===== src/rtl/hazard_debug_ctrl.sv =====
// Hazard and debug run-control unit for the 5-stage core.
// It produces the F/D stalls, the D/E flushes, the E-stage forwarding selects and the halt/drain/step sequencing.
module hazard_debug_ctrl #(
  parameter int DRAIN_CYCLES = 4
) (
  input  logic       clk,
  input  logic       rst_n,
  input  logic [4:0] rs1_addr_d_i,
  input  logic [4:0] rs2_addr_d_i,
  input  logic [4:0] rs1_addr_e_i,
  input  logic [4:0] rs2_addr_e_i,
  input  logic [4:0] rd_addr_e_i,
  input  logic [1:0] result_src_e_i,
  input  logic       pc_src_e_i,
  input  logic       reg_write_m_i,
  input  logic [4:0] rd_addr_m_i,
  input  logic       reg_write_w_i,
  input  logic [4:0] rd_addr_w_i,
  input  logic       halt_req_i,
  input  logic       resume_req_i,
  input  logic       step_req_i,
  output logic       stall_f_o,
  output logic       stall_d_o,
  output logic       flush_d_o,
  output logic       flush_e_o,
  output logic [1:0] forward_a_e_o,
  output logic [1:0] forward_b_e_o,
  output logic       halted_o
);

  localparam int CNT_W = $clog2(DRAIN_CYCLES + 1);
  localparam logic [CNT_W-1:0] CNT_INIT = CNT_W'(DRAIN_CYCLES);

  typedef enum logic [1:0] {
    RUN    = 2'd0,
    DRAIN  = 2'd1,
    HALTED = 2'd2,
    STEP   = 2'd3
  } state_e;

  state_e           state_q, state_d;
  logic [CNT_W-1:0] cnt_q, cnt_d;
  logic             halted_q, halted_d;
  logic             lwstall;

  // The M stage holds the younger result, so it wins over W.
  function automatic logic [1:0] fwd_sel(input logic [4:0] rs,
                                         input logic       wr_m,
                                         input logic [4:0] rd_m,
                                         input logic       wr_w,
                                         input logic [4:0] rd_w);
    logic [1:0] sel;
    sel = 2'b00;
    if (wr_m && (rd_m != 5'd0) && (rd_m == rs)) begin
      sel = 2'b10;
    end else if (wr_w && (rd_w != 5'd0) && (rd_w == rs)) begin
      sel = 2'b01;
    end
    return sel;
  endfunction

  assign forward_a_e_o = fwd_sel(rs1_addr_e_i, reg_write_m_i, rd_addr_m_i,
                                 reg_write_w_i, rd_addr_w_i);
  assign forward_b_e_o = fwd_sel(rs2_addr_e_i, reg_write_m_i, rd_addr_m_i,
                                 reg_write_w_i, rd_addr_w_i);

  assign lwstall = (result_src_e_i == 2'b01) && (rd_addr_e_i != 5'd0) &&
                   ((rd_addr_e_i == rs1_addr_d_i) || (rd_addr_e_i == rs2_addr_d_i));

  assign halted_o = halted_q;

  always_ff @(posedge clk or negedge rst_n) begin
    if (!rst_n) begin
      state_q  <= RUN;
      cnt_q    <= '0;
      halted_q <= 1'b0;
    end else begin
      state_q  <= state_d;
      cnt_q    <= cnt_d;
      halted_q <= halted_d;
    end
  end

  always_comb begin
    state_d   = state_q;
    cnt_d     = cnt_q;
    halted_d  = halted_q;
    stall_f_o = 1'b0;
    stall_d_o = 1'b0;
    flush_d_o = 1'b0;
    flush_e_o = 1'b0;

    unique case (state_q)
      RUN, STEP: begin
        stall_f_o = lwstall;
        stall_d_o = lwstall;
        flush_d_o = pc_src_e_i;
        flush_e_o = lwstall | pc_src_e_i;
        if (state_q == STEP) begin
          state_d = DRAIN;
          cnt_d   = CNT_INIT;
        end else if (halt_req_i && !lwstall && !pc_src_e_i) begin
          state_d = DRAIN;
          cnt_d   = CNT_INIT;
        end
      end

      // Fetch is frozen, except that a redirect must still reach the PC.
      DRAIN: begin
        stall_f_o = 1'b1;
        flush_d_o = 1'b1;
        if (pc_src_e_i) begin
          stall_f_o = 1'b0;
          flush_e_o = 1'b1;
        end
        if (lwstall) begin
          stall_f_o = 1'b1;
          stall_d_o = 1'b1;
          flush_d_o = 1'b0;
          flush_e_o = 1'b1;
        end else if (cnt_q == '0) begin
          state_d  = HALTED;
          halted_d = 1'b1;
        end else begin
          cnt_d = cnt_q - CNT_W'(1);
        end
      end

      HALTED: begin
        stall_f_o = 1'b1;
        flush_d_o = 1'b1;
        if (resume_req_i) begin
          state_d  = RUN;
          halted_d = 1'b0;
        end else if (step_req_i) begin
          state_d  = STEP;
          halted_d = 1'b0;
        end
      end

      default: begin
        state_d = RUN;
      end
    endcase
  end

endmodule


===== config.mk =====
export PLATFORM = sky130hd
export DESIGN_NAME = hazard_debug_ctrl
export DESIGN_NICKNAME = d
export VERILOG_FILES = /design/src/rtl/hazard_debug_ctrl.sv
export SDC_FILE = /design/constraint.sdc
export NUM_CORES = 1
export LEC_CHECK = 0
export ABC_AREA = 1
export ABC_CLOCK_PERIOD_IN_PS = 2900
export CORE_ASPECT_RATIO = 0.7
export CORE_MARGIN = 10
export CORE_UTILIZATION = 40
export CTS_CLUSTER_SIZE = 10
export DETAILED_ROUTE_END_ITERATION = 10
export HOLD_SLACK_MARGIN = 0.03
export PLACE_DENSITY_LB_ADDON = 0.3
export SETUP_SLACK_MARGIN = 0.02
export SLEW_MARGIN = 20
export SYNTH_ARGS = -nofsm -noshare
export SYNTH_HDL_FRONTEND = slang
export SYNTH_SLANG_ARGS = --single-unit

===== constraint.sdc =====
create_clock -name clk -period 2.9 [get_ports clk]
set_input_delay 0.725 -clock clk [delete_from_list [all_inputs] [get_ports clk]]
set_output_delay 0.725 -clock clk [all_outputs]
set_load 0.05 [all_outputs]

==> flow_summary.toml <==
[outcome]
outcome = "complete, but fails checks"
violations = "negative setup slack"

[power]
p_leak_nw = 1.02
irDropWorstVdd_mv = 0.556
finalPower_w = 0.00110
p_per_area_nw_per_um2 = 604

[min_path]
min-delay-start = "cnt_q[2]$_DFFE_PN0P_"
min_path_type = "reg -> reg"
min_path_cells = 2

[detailed_routing]
wire_per_inst_um = 16.1
dr.pass1.iters = 4
viasPerCell = 4.93
vias = 1223
ant_nets = 0
drt-total-wl_um = 4000
drcViolationCount = 0
drt_iter0_drc = 134

[placement]
finalWeightedCongestion = 0.880
portBuffers = 53
hpwlAfterDp_um = 3190

[worst_setup_path]
cp_slowest_cell = "clkdlybuf4s50_1"
crit_arrival_ns = 2.20
worstPathMaxFanout = 2
cp-start-kind = "input pin"
reg2reg_slack_ns = 1.11
crit_start = "rs1_addr_e_i[0]"
worstSetupPathType = "in -> out"
r2r-start = "state_q[0]$_DFFE_PN0P_"
crit_path_end_kind = "output pin"
crit_chain = "clkdlybuf4s50_1 > xor2_1 > nor4_2 > nand3_1 > nor2_2 > buf_12"
endpoint = "forward_a_e_o[0]"
cp.required_ns = 2.17
r2r-end = "state_q[0]$_DFFE_PN0P_"
max_stage_delay_ns = 0.48
r2r_cells = 10

[clock_network]
cts_tree = "yes"
clk_path_buf_depth = 2
worst_skew_pair.late_latency_ns = 0.24
cts-root-buf = "clkbuf_4"
cts.clk_slew.worst_paths_ns = 0.04
cts.hold.buffers_added = 0
htreeDepth = 1
cts_inserted_buffers = 3
cts_sinks = 6

[flow_run]
drv_cap = 0

[grt]
grt_max_degree = 7
overflow = 0
first_global_vias = 1258
grt_pass1_wl_um = 5980
antenna_found_initial = 0
track_usage_pct = 15.5

[die]
die-height_um = 60.7
pin_count = 54
initial_utilization_pct = 42.9
rows = 14
dieArea_um2 = 4750
die_w_um = 78.2
coreArea_um2 = 2210

[yosys]
synth_xor_area_share_pct = 20.3
synth-seq-cells = 6
synthSimpleGateAreaFrac_pct = 39.6
syn_area_um2 = 947
synth_compound_area_share_pct = 7.66
synth_edf_count = 0
synth_common_cells = "36 x nand2_1, 22 x inv_1, 16 x nor2_1"
yosysMostFrequentCell = "nand2_1"
synthMuxAreaShare_pct = 0
yosysTopAreaCellShare_pct = 15.9
yosysWarnings = 0
syn_inst = 151
synth_nets = 201
ys_types = 23
synth_top_family_by_area = "simple AND/OR/NAND/NOR gates"
synth-main-ff-cell = "dfrtp_1"
synthArstFlopShare_pct = 100
post_synth_main_area_contributors = "dfrtp_1 16%, nand2_1 14%, xnor2_1 11%"
avgSynthCellArea_um2 = 6.27
yosys.area.top_type = "dfrtp_1"
yosysSeqAreaShare_pct = 15.9
synthAdderAreaFrac_pct = 6.61

[sta]
max_freq_mhz = 342
grt_setup_unrepaired = "yes"
hold_viol_final = 0
finalSetupViolations = 1
worstMarginPinSlew_ns = 0.499
skew_ns = 0.000758
maxSlewHeadroom_pct = 66.7
post-route-period-util_pct = 101
fin_crit_ns = 2.92
drv_slew = 0
setup_slack_ns = -0.0214

[finish]
insertedDiodeCount = 0
nets = 268
final_core_util_pct = 82.6
drive_above_1_share_pct = 22.7
syn_to_final_growth_pct = 92.5
-- placed cells by master (no fill, tap or decap), drive strengths merged, types with 5 or more instances in the layout --
cell type	netlist	final
nor2	16	16
dlymetal6s2s	0	17
xnor2	12	12
ha	5	5
inv	25	25
xor2	10	10
nand3	12	12
nand2	42	42
dfrtp	6	6
clkdlybuf4s50	0	21
buf	0	17
dlygate4sd2	0	7
-- registers in the layout (all words and copies together), names as in the netlist --
| register | flops |
|---|---|
| state_q | 2 |
| cnt_q | 3 |
| halted_o | 1 |
-- worst min-delay path by stage --
stage | end | slack [ns]
floorplan | cnt_q[0]$_DFFE_PN0P_ | 0.43
global placement | cnt_q[2]$_DFFE_PN0P_ | 0.46
detailed placement | cnt_q[2]$_DFFE_PN0P_ | 0.47
CTS | cnt_q[2]$_DFFE_PN0P_ | 0.48
global route | cnt_q[2]$_DFFE_PN0P_ | 0.51
finish | cnt_q[2]$_DFFE_PN0P_ | 0.48
-- report_power, final --
part | leakage [nW] | switching [W] | internal [W]
Clock | 0.0138 | 0.0000258 | 0.0000465
Sequential | 0.0740 | 0.0000318 | 0.000126
Combinational | 0.932 | 0.000510 | 0.000359
Total | 1.02 | 0.000568 | 0.000532
-- area by class of cell --
class | count | area (um^2)
inverters | 25 | 93.8
flip-flops and latches | 6 | 150
clock buffers | 3 | 22.5
well taps | 32 | 40.0
multi-input cells | 120 | 826
repair buffers | 62 | 691
fillers | 154 | 384
-- cells by family (layout without fill, tap and decap cells) --
group	after synthesis	after routing
adder cells (fa/ha/maj)	5	5
flip-flops	6	6
buffers and inverters	25	90
AO/OA/AOI/OAI	12	12
AND/OR/NAND/NOR	81	81
XOR/XNOR	22	22
-- layer usage --
metal  vias to the layer above  track usage (%)  routed length (um)
met5                         -                0                   0
met4                         0             4.33                  58
met3                         6             2.06                 137
met2                        45             29.2                2090
met1                       565             18.2                1720
li1                        607                -                   -
-- critical path: cells and delay by family --
family	cells	cell delay (ns)
simple gates	3	0.63
buf+inv	2	0.63
xor+xnor	1	0.21
-- stage by stage --
stage	cell area [um^2]	TNS [ns]	std cells	hold WS (ns)	worst slack [ns]
final	1820	-0.0214	248	0.478	-0.0214
after global routing	1820	-0.107	248	0.510	-0.107
after CTS	1710	0	248	0.478	0.00384
after detailed placement	1650	-0.677	244	0.468	-0.195
after global placement	1650	-0.0883	244	0.456	-0.0633
after floorplan	967	-0.224	151	0.429	-0.224
-- repair_timing --
item | in CTS | in global routing
cloned | 0 | 0
setup endpoints to repair | 8 | 8
resized for setup | 15 | 29
setup buffers | 1 | 0
pin swaps | 5 | 17
(Power assumes the default switching activity.)
